**src/rtl/seg_display_mux.sv**
```systemverilog
// seg_display_mux: 4-digit time-multiplexed scanner for a common-anode
// seven-segment display. It keeps a tear-free shadow copy of four 4-bit
// codes, scans the digits one slot at a time, and drives the active-low
// anodes plus the code for the lit digit. Every digit change starts with a
// short all-anodes-off gap to suppress ghosting.
//
// Optional feature: define SEG_LEADING_ZERO_BLANK_EN to show leading zero
// digits (d3..d1) as blank (4'hF). Without it, all nibbles are shown verbatim.

module seg_display_mux #(
    parameter int DIGIT_CYCLES = 100_000,  // clocks per digit slot, >= 2
    parameter int BLANK_CYCLES = 1_000     // dark clocks at slot start, < DIGIT_CYCLES
) (
    input  logic        clk,
    input  logic        rst,
    input  logic [15:0] digits,
    input  logic        load,
    input  logic [3:0]  digit_en,
    output logic [3:0]  an,
    output logic [3:0]  bcd,
    output logic        frame_start,
    output logic        busy
);

    localparam int CNT_W = (DIGIT_CYCLES > 2) ? $clog2(DIGIT_CYCLES) : 1;
    localparam logic [CNT_W-1:0] CNT_LAST  = CNT_W'(DIGIT_CYCLES - 1);
    localparam logic [CNT_W-1:0] BLANK_LIM = CNT_W'(BLANK_CYCLES);
    localparam logic [15:0]      ALL_BLANK = 16'hFFFF;

    // Scan position
    logic [CNT_W-1:0] cnt_q, cnt_d;
    logic [1:0]       idx_q, idx_d;

    // Update handshake state
    logic [15:0] pending_q, pending_d;
    logic [15:0] shadow_q, shadow_d;
    logic        busy_q, busy_d;

    // Registered outputs
    logic [3:0] an_q, an_d;
    logic [3:0] bcd_q, bcd_d;
    logic       fs_q, fs_d;

    // Last clock of the digit-3 slot: the only place the shadow may change.
    logic frame_end;
    assign frame_end = (idx_q == 2'd3) && (cnt_q == CNT_LAST);

    // Replace leading zero digits with blank codes; d0 always stays visible.
    function automatic logic [15:0] lead_zero_blank(input logic [15:0] w);
        logic [15:0] r;
        r = w;
`ifdef SEG_LEADING_ZERO_BLANK_EN
        if (w[15:12] == 4'h0) begin
            r[15:12] = 4'hF;
            if (w[11:8] == 4'h0) begin
                r[11:8] = 4'hF;
                if (w[7:4] == 4'h0) begin
                    r[7:4] = 4'hF;
                end
            end
        end
`endif
        return r;
    endfunction

    // Pick the nibble for one digit position out of a packed 4-digit word.
    function automatic logic [3:0] nibble_sel(input logic [15:0] w, input logic [1:0] sel);
        logic [3:0] n;
        case (sel)
            2'd0:    n = w[3:0];
            2'd1:    n = w[7:4];
            2'd2:    n = w[11:8];
            default: n = w[15:12];
        endcase
        return n;
    endfunction

    // Slot counter wraps every DIGIT_CYCLES clocks and steps the digit index.
    always_comb begin
        cnt_d = cnt_q;
        idx_d = idx_q;
        if (cnt_q == CNT_LAST) begin
            cnt_d = '0;
            idx_d = idx_q + 2'd1;
        end else begin
            cnt_d = cnt_q + 1'b1;
        end
    end

    // Pending/shadow handshake: updates land only at the frame boundary,
    // and a load on the boundary itself goes straight to the shadow.
    always_comb begin
        pending_d = pending_q;
        shadow_d  = shadow_q;
        busy_d    = busy_q;
        if (load) begin
            pending_d = digits;
            if (frame_end) begin
                shadow_d = digits;
                busy_d   = 1'b0;
            end else begin
                busy_d   = 1'b1;
            end
        end else if (frame_end && busy_q) begin
            shadow_d = pending_q;
            busy_d   = 1'b0;
        end
    end

    // Output decode for the current (idx, cnt): the code tracks the slot from
    // its first clock, while the anode stays off during the anti-ghost gap.
    always_comb begin
        logic [15:0] disp;
        logic        en;
        logic        gap;
        disp  = lead_zero_blank(shadow_q);
        en    = digit_en[idx_q];
        gap   = (cnt_q < BLANK_LIM);
        an_d  = 4'b1111;
        bcd_d = 4'hF;
        fs_d  = (idx_q == 2'd0) && (cnt_q == '0);
        if (en) begin
            bcd_d = nibble_sel(disp, idx_q);
            if (!gap) begin
                an_d = ~(4'b0001 << idx_q);
            end
        end
    end

    // State and output registers; reset blanks the display and drops any
    // pending update.
    always_ff @(posedge clk) begin
        if (rst) begin
            cnt_q     <= '0;
            idx_q     <= 2'd0;
            pending_q <= ALL_BLANK;
            shadow_q  <= ALL_BLANK;
            busy_q    <= 1'b0;
            an_q      <= 4'b1111;
            bcd_q     <= 4'hF;
            fs_q      <= 1'b0;
        end else begin
            cnt_q     <= cnt_d;
            idx_q     <= idx_d;
            pending_q <= pending_d;
            shadow_q  <= shadow_d;
            busy_q    <= busy_d;
            an_q      <= an_d;
            bcd_q     <= bcd_d;
            fs_q      <= fs_d;
        end
    end

    assign an          = an_q;
    assign bcd         = bcd_q;
    assign frame_start = fs_q;
    assign busy        = busy_q;

endmodule

```
**config.mk**
```make
export PLATFORM = sky130hd
export DESIGN_NAME = seg_display_mux
export DESIGN_NICKNAME = d
export VERILOG_FILES = /design/src/rtl/seg_display_mux.sv
export SDC_FILE = /design/constraint.sdc
export NUM_CORES = 1
export LEC_CHECK = 0
export BUFFER_PORTS_ARGS = -buffer_cell sky130_fd_sc_hd__buf_4
export CORE_MARGIN = 4
export CORE_UTILIZATION = 54
export CTS_BUF_LIST = sky130_fd_sc_hd__clkbuf_4
export CTS_CLUSTER_SIZE = 30
export DETAILED_ROUTE_END_ITERATION = 7
export GPL_TIMING_DRIVEN = 0
export PLACE_DENSITY = 0.78
export SLEW_MARGIN = 10
export SYNTH_ARGS = -nofsm -noshare
export SYNTH_HDL_FRONTEND = slang
export SYNTH_SLANG_ARGS = --single-unit
```
**constraint.sdc**
```tcl
create_clock -name clk -period 2.2 [get_ports clk]
set_clock_uncertainty 0.05 [all_clocks]
set_input_delay 0.33 -clock clk [delete_from_list [all_inputs] [get_ports clk]]
set_output_delay 0.33 -clock clk [all_outputs]
set_load 0.03 [all_outputs]
```
* Yosys cells after proc, flatten, opt, wreduce, memory -nomap -nowiden
Index checks and enable logic that the tools add are counted.
W data, S select, Z words.
** Cells by class
- Shift-type cells :: 1
- Equal/unequal tests :: 5
- $add $sub $neg :: 2
- Magnitude comparators :: 2
- Reductions and logical operators :: 10
- Muxes and demuxes :: 9
- Bitwise gates (word level) :: 2
** Operator list (number)
- $mux W16 :: 3
- $add A17 B1 Y17 const B :: 1
- $eq A17 B17 Y1 const B :: 1
- $logic_not A17 Y1 :: 1
- $lt A17 B10 Y1 const B :: 1
- $pmux W4 S3 :: 1
- $eq A2 B2 Y1 const B :: 2
- $mux W1 :: 4
- $not A4 Y4 :: 1
- $reduce_or A2 Y1 :: 2
- $shl A1 B2 Y4 const A :: 1
- $logic_and A1 B1 Y1 :: 3
- $lt A2 B3 Y1 const B :: 1
- $reduce_or A3 Y1 :: 1
- $add A2 B1 Y2 const B :: 1
- $bmux W1 S2 :: 1
- $eq A2 B1 Y1 const B :: 1
- $logic_not A2 Y1 :: 1
- $ne A2 B1 Y1 const B :: 1
- $reduce_and A2 Y1 :: 1
- $reduce_bool A2 Y1 :: 1
- $not A1 Y1 :: 1
** Word-level totals
- Register bits after elaboration :: 61
- Word-level logic and storage cells :: 39
- Output and inout bits :: 10

* Logic depth before layout (Yosys ltp)
Gate-level depths: netlist of run 1.
- Depth in word-level cells :: 5
- Mapped depth :: 9
- Gate-level depth less buffers :: 6

* Worst setup path before layout of run 1
Ideal clock, no wire load.
- Kind :: reg2reg
- Start :: reg cnt_q[0]
- End :: reg shadow_q[10]
- Path buffers :: 3
- Slack :: 0.043 ns
- Cell stages (with the launch flop) :: 9
- Period minus slack after synthesis :: 2.157 ns
- Required time :: 2.030 ns
- Setup time :: 0.120 ns
- Arrival time :: 1.988 ns
- Cells stage by stage :: dfxtp_1 -> ha_1 -> buf_2 -> nand4_1 -> or3_4 -> buf_6 -> buf_6 -> or4_1 -> o31a_1
** Between the ends
- Word-level cells in the longest chain between the ends :: 5
** Ends and longest elaborated chain
- start: declaration :: RTL line 31 : logic [CNT_W-1:0] cnt_q, cnt_d;
- start signal: assignment :: RTL line 143 : cnt_q <= cnt_d;
- $eq A17 B17 Y1 (*) :: RTL line 46 : assign frame_end = (idx_q == 2'd3) && (cnt_q == CNT_LAST);
- $logic_and A1 B1 Y1 (*) :: RTL line 46
- $logic_and A1 B1 Y1 :: RTL line 104 : end else if (frame_end && busy_q) begin
- $reduce_bool A2 Y1 (no line)
- $reduce_and A2 Y1 (no line) (*)
- end signal: assignment :: RTL line 146 : shadow_q <= shadow_d;
- end: declaration :: RTL line 36 : logic [15:0] shadow_q, shadow_d;
Mark *: on every way between the ends. The rest lies on a longest branch, timed or not.
A chain may end at the register's enable or synchronous reset.

* Worst setup path in the final report of run 1
- Start :: reg cnt_q[1]
- End :: reg shadow_q[15]
Same word-level chain as after synthesis.

==> results summary, run 1 <==
CTS placed an instance of clkbuf_4 at the clock tree root. The count of different cell masters after synthesis is 36. A synthesized cell averages 9.881 µm². The share of total power dissipated in combinational logic is 7.5%. The detailed router's first-iteration violation count came out at 196. The die height is 77.24 µm. The residual antenna-violating net count after detailed routing came out at 0. The floorplan core area is roughly 0.0045 mm². Sorting the synthesized cells by area gives the leading types as dfxtp_1 47%, a211o_1 5.4%, o31a_1 5.4%. The floorplan has 24 rows.

At the worst endpoint, the required time is 2.44 ns. Synthesis inferred between 60 and 70 register bits. The relative contribution of the clock network to total power is 35.5%.

The shortest period the worst path allows came out at 2.137 ns. The number of clock sinks is 61. The switching power share of the total came out at 23.34%. For this run, the leading register cell type out of synthesis is dfxtp_1. Setup violations remaining at the end of the flow were counted as 0. The sequential group share of total power is between 50% and 60%.

The most frequent cell after synthesis is dfxtp_1. The worst endpoint data arrival time is 2.38 ns. The post-synth net total is 292. By area, the combinational part of the netlist is dominated by simple AND/OR/NAND/NOR gates. The largest net degree at the start of global routing came out at 11. The number of warnings reported in the yosys synthesis log came out at 0. Static timing analysis puts the maximum clock frequency at 0.4680 GHz. The pin slew with the least headroom to its limit came out at 0.6842 ns. The number of nets in the layout is 342. The final number of hold-violating endpoints came out at 0. In this run the cell area of the synthesized design comes to 0.002589 mm². The via count of the first global-routing pass is 1955. The number of top-level design ports is 33. The total CTS buffers came out at 9. The part of the cycle the worst path needs is 97.13%. The share of synthesized area in the top cell type comes to ~47%. The initial standard-cell utilization of the core is between 50% and 60%. The floorplan die area is 0.005966 mm². The mux contribution to synthesized area came out at 1.305%. The final hold slack is 0.1157 ns. The later-pin clock latency in the skew report came out at 0.39 ns. The synthesized netlist devotes between 5 and 6% of its cell area to XOR and XNOR gates. The worst setup path is of the flip-flop to flip-flop kind. The first-pass iteration count of the detailed router is 6. The number of vias per cell after detailed routing came out at 5.824. The startpoint class of the critical path is a flip-flop. The ratio of total power to cell area is 640.2 mW/mm².

The worst setup path is captured at a flip-flop. In this run the static leakage power is 1.175 nW. In this run the worst hold path is classified as input port to flip-flop. The routed length per instance came out at 15.67 µm. The detailed-route DRC error count is 0.

The final instance area is 0.003134 mm². The headroom to the max-slew limit is 53.91%. The H-tree was split into 3 levels. The global routing usage summed across all routing layers is 19.63%. The weighted congestion at the end of routability-driven global placement is 0.8328. The layout overhead on the synthesized area came out at 21.07%. The number of slew-limit violations in the final report is 0. The async set or reset register ratio after synthesis is 0%. The share of cells above drive strength 1 is 23.34%.

Once layout is complete, the utilization of the core stands at 69.58%. The number of antenna diodes is 0. The share of the Yosys chip area taken by registers is 47.17%. The chip width came out at 77.24 µm. The maximum root-to-sink buffer count is 2. The count of port buffers added during placement came out at 32. Buffers inserted to repair hold after CTS numbered 0. The clock transition time at the flip-flop clock pins of the worst setup and hold paths is 0.10 ns. The critical-path maximum fanout came out at 6. After global routing the overflow that remains totals 0.

The largest vdd supply drop came out at 522.3 µV. The post-synthesis cell count is about 260. Wires add up to roughly 5800 µm. The run finished with clean final reports. The number of antenna violations at the first check in global routing is 0. The placement-stage cell area came out at 0.002894 mm². The clock tree from TritonCTS is yes.

In the synthesized netlist, the cells that appear most often are 61 x dfxtp_1, 22 x nor2_1, 17 x or4_1. The via count of the routed design came out at 2149. The design draws between 0.002 and 0.0025 W. Summed over all nets, the switching power comes to 0.0004683 W. The number of enable-type register cells in the synthesized netlist came out at 0. The cell type with the highest aggregate area in the netlist is dfxtp_1.

The half-perimeter wire length after placement is 3933 µm. Summing the areas of all compound-gate instances in the mapped netlist gives 15.18% of the synthesized area. Summing the areas of all fa, ha and maj instances in the mapped netlist gives 3.383% of the synthesized area. The share of synthesized cell area in and, or, nand and nor gates is 23.63%. The first-pass GRT wire length is just over 9000 µm. The tool flagged a number of max-cap violations equal to 0. The total internal power is 0.001538 W.
## critical path: stages (launching register included)
cell     delay, ns
dfxtp_4       0.37
ha_4          0.13
buf_6         0.09
nand4_1       0.09
or3_4         0.42
buf_6         0.15
buf_6         0.13
or4_4         0.51
o31a_1        0.11
## logic make-up (layout without fill, tap and decap cells)
logic type,Yosys count,in the layout
DFF,61,61
buffers and inverters,24,79
muxes,2,2
xor gates and xnor gates,15,15
AOI/OAI and AO/OA,46,46
adders and majority gates,7,7
and+or+nand+nor,107,107
## cell usage in the layout, fill, tap and decap left out, drive strengths merged, types with 3 or more instances in the layout
| cell type | netlist | final |
|---|---|---|
| or4 | 17 | 17 |
| clkinv | 0 | 6 |
| clkbuf | 11 | 20 |
| a21o | 3 | 3 |
| dfxtp | 61 | 61 |
| nand3 | 6 | 6 |
| xnor2 | 9 | 9 |
| o31a | 16 | 16 |
| nor2b | 16 | 16 |
| buf | 7 | 46 |
| nand2 | 15 | 15 |
| nor3 | 5 | 5 |
| inv | 6 | 6 |
| nor2 | 22 | 22 |
| xor2 | 6 | 6 |
| nand4 | 9 | 9 |
| nand2b | 5 | 5 |
| a222oi | 4 | 4 |
| nor4 | 7 | 7 |
| ha | 7 | 7 |
| a211o | 16 | 16 |
## metal layers
| metal | part of all wire [%] | vias to the layer above | track usage (%) |
|---|---|---|---|
| li1 | - | 1074 | - |
| met1 | 48 | 999 | 27.64 |
| met2 | 44 | 65 | 28.84 |
| met3 | 6.4 | 11 | 4.333 |
| met4 | 1.6 | 0 | 8.185 |
| met5 | 0 | - | 0 |
## state kept, by name (all words and copies together), names as in the netlist
| register | count |
|---|---|
| busy | 1 |
| shadow_q | 16 |
| an | 4 |
| bcd | 4 |
| frame_start | 1 |
| idx_q | 2 |
| cnt_q | 17 |
| pending_q | 16 |
## final timing paths
path                                   from                   endpoint  slack (ns)  cells after the start
setup / recovery        cnt_q[1]$_SDFF_PP0_  shadow_q[15]$_SDFFE_PP1P_        0.06                      8
hold / removal                    digits[1]  pending_q[1]$_SDFFE_PP1P_        0.12                      2
setup reg to reg        cnt_q[1]$_SDFF_PP0_  shadow_q[15]$_SDFFE_PP1P_        0.06                      8
hold reg to reg   shadow_q[15]$_SDFFE_PP1P_  shadow_q[15]$_SDFFE_PP1P_        0.44                      1
## final cells by class
cell class | count | area (µm²)
fill | 365 | 1370
multi-input combinational | 177 | 1303
sequential | 61 | 1230
timing repair buffer | 39 | 294.0
buffer | 18 | 96.34
clock buffer | 9 | 67.56
tap | 52 | 65.06
clock inverter | 7 | 56.30
inverter | 6 | 22.52
## power by group through the flow
stage | sequential (W) | combinational (W) | clock (W)
6_report | 0.00114 | 0.000151 | 0.000711
5_1_grt | 0.00115 | 0.000167 | 0.000789
4_1_cts | 0.00114 | 0.000146 | 0.000723
3_5_place_dp | 0.00117 | 0.000135 | 0
3_3_place_gp | 0.00117 | 0.000133 | 0
2_1_floorplan | 0.00117 | 0.0000716 | 0
## stage by stage
stage	cells	setup TNS (ns)	worst slack, ns
after detailed placement	346	-3.246	-0.2030
after global routing	369	-0.04214	-0.01817
after global placement	346	-2.235	-0.1434
after CTS	364	0	0.01466
after floorplan	262	0	0.04276
final	369	0	0.06315
## timing repair
action | in CTS | in global routing
resized for setup | 6 | 13
pin swaps | 0 | 6
buffers inserted | 2 | 3
cloned | 0 | 2
setup endpoints to repair | 28 | 22
(Power assumes the default switching activity.)
==> inputs of run 2 (changes only) <==
- CORE_UTILIZATION: 54 -> 51
- CTS_BUF_LIST: sky130_fd_sc_hd__clkbuf_4 -> sky130_fd_sc_hd__clkbuf_16
- PLACE_DENSITY: 0.78 -> 0.74
==> run 2 against run 1 <==
Net effect: register-to-register slack hardly changed; global-route usage up 1.2 points; sequential cell count stayed put; hold slack gained 0.070 ns; clock power grew 100%; power rose by 36%; largest cell class unchanged; highest routed layer unchanged.
==> results summary, run 2 (same netlist as run 1, synthesis figures left out) <==
The chip width is 79.25 µm. The total CTS buffers came out at 9. The via count of the first global-routing pass came out at between 2k and 2.5k. The worst setup path is captured at a flip-flop. The detailed-route DRC error count is 0. The number of top-level design ports is 33. In the final layout, the share of cells above drive strength 1 is approximately 22%. The type of the worst setup path is flip-flop to flip-flop. The die height is a little under 80 µm. The residual antenna-violating net count after detailed routing came out at 0. The repair_antennas step left the layout with diodes totalling 0. Setup repair after global routing could not meet its margin everywhere. STA classifies the critical path startpoint as a flip-flop.

The largest registers in the layout are cnt_q x17, pending_q x16, shadow_q x16. The part of the cycle the worst path needs is 97.13%. The shortest period the worst path allows came out at approximately 2.1 ns. The later pin in the worst-skew pair is clocked with a latency of 0.32 ns.

The instance count after placement with tap cells included is 361. The die covers 0.006280 mm². The leakage power is 1.244 nW. Once layout is complete, the cells apart from fillers number 382. The library cell used most frequently in the layout, excluding fill and tap cells, is dfxtp_1. The weighted congestion at the end of routability-driven global placement came out at 0.9229. The count of port buffers added during placement came out at 32. The routed length per instance came out at approximately 15 µm. The pin slew with the least headroom to its limit is 0.7563 ns. The maximum level of the CTS H-tree is 3.

The largest vdd supply drop came out at 611.5 µV. The layout overhead on the synthesized area came out at 27.40%. Prior to clock tree synthesis, the placed netlist has a worst setup slack of -0.1651 ns. The global routing usage summed across all routing layers is 20.84%. The number of clock sinks is 61. The highest attainable clock frequency came out at 0.4680 GHz.

The number of vias per cell after detailed routing is about 5.6. For this run, global-route usage on met3 was measured as under 10%. The floorplan has 25 rows. The first detailed-routing pass took 5 iterations. The run finished with clean final reports. The initial standard-cell utilization of the core is 53.74%. The number of nets in the layout came out at 340. The maximum root-to-sink buffer count came out at 2.

The number of flip-flops in the largest register is 17. The worst endpoint data arrival time came out at 2.30 ns. The half-perimeter wire length after placement came out at 4135 µm. The via count of the routed design is around 2.2k. The final number of hold-violating endpoints came out at 0. The least setup slack across all paths after layout is 0.06318 ns. After the first detailed-routing iteration, the DRC count stood at 145. The largest register by flop count is cnt_q. CTS placed an instance of clkbuf_16 at the clock tree root. The max-cap check violation count came out at 0.

The residual overflow from global routing is 0. The clock transition time at the flip-flop clock pins of the worst setup and hold paths came out at around 0.050 ns. Measured against its own limit, the worst slew margin works out to a little under 50%. Data on the critical path is required at its endpoint by around 2.4 ns. The first-pass GRT wire length is between 10000 and 15000 µm.

The number of slew-limit violations in the final report was 0. The path class of the tightest hold or removal check is input port to flip-flop. The met2 routing resource usage after global routing came out at 33.33%. The clock tree from TritonCTS is yes.

In the layout the commonest cells are 58 x dfxtp_1, 38 x buf_4, 22 x nor2_1. The number of antenna violations at the first check in global routing is 0. Setup violations remaining at the end of the flow were counted as 0. In this run the most used layer during global routing was met2.

The ratio of total power to cell area is 829.2 mW/mm². The routed design has 5920 µm of wire. The core region is 0.004817 mm². The critical-path maximum fanout is 10.

The largest net degree at the start of global routing is 11. The routing usage on met1 is 25.99%.
==> run 2: metal layers <==
metal  share of wire (%)  vias to the layer above
met5                   0                        -
met4                 1.1                        0
met3                 5.2                        7
met2                  49                       51
met1                  45                     1028
li1                    -                     1069
==> run 2: what timing repair did <==
action | 4_1_cts | 5_1_grt
hold buffers | 0 | 0
resized for setup | 7 | 6
setup endpoints to repair | 28 | 23
setup buffers | 0 | 5
pin swaps | 0 | 1
==> run 2: path summary, 6_finish.rpt <==
check | start | end | slack [ns] | depth (start not counted)
min | digits[10] | pending_q[10]$_SDFFE_PP1P_ | 0.19 | 2
min reg2reg | cnt_q[0]$_SDFF_PP0_ | cnt_q[0]$_SDFF_PP0_ | 0.37 | 1
max reg2reg | cnt_q[1]$_SDFF_PP0_ | shadow_q[15]$_SDFFE_PP1P_ | 0.06 | 8
max | cnt_q[1]$_SDFF_PP0_ | shadow_q[15]$_SDFFE_PP1P_ | 0.06 | 8
==> run 2: report_power, final <==
part / switching (W) / internal, W / total (W)
Combinational: 0.0000742 / 0.0000775 / 0.000152
Sequential: 0.0000107 / 0.00114 / 0.00115
Clock: 0.000465 / 0.000973 / 0.00144
Total: 0.000550 / 0.00219 / 0.00273
==> run 2: layout make-up <==
cell class	instances	area, µm²
clock inverter	7	81.33
fill	416	1519
inverter	6	22.52
timing repair buffer	37	277.8
buffer	18	96.34
clock buffer	9	225.2
multi-input combinational	177	1281
sequential	61	1230
tap	67	83.83
==> run 2: per-stage QoR <==
step | area [µm²] | setup TNS, ns | total power (W) | util [%] | hold slack, ns
2_1_floorplan | 2589 | 0 | 0.001245 | - | 0.3920
3_3_place_gp | 2913 | -2.130 | 0.001304 | 60.47 | 0.4063
3_5_place_dp | 2913 | -2.680 | 0.001307 | 60.47 | 0.4103
4_1_cts | 3236 | 0 | 0.002748 | 67.17 | 0.1786
5_1_grt | 3298 | -0.02976 | 0.002830 | 68.47 | 0.1854
6_report | 3298 | 0 | 0.002735 | 68.47 | 0.1857
==> run 2: worst max-delay path: stages, from the launching register on <==
cell	delay [ns]
dfxtp_4	0.35
ha_2	0.16
buf_6	0.11
nand4_1	0.09
or3_4	0.36
buf_6	0.15
buf_6	0.13
or4_4	0.51
o31a_1	0.11
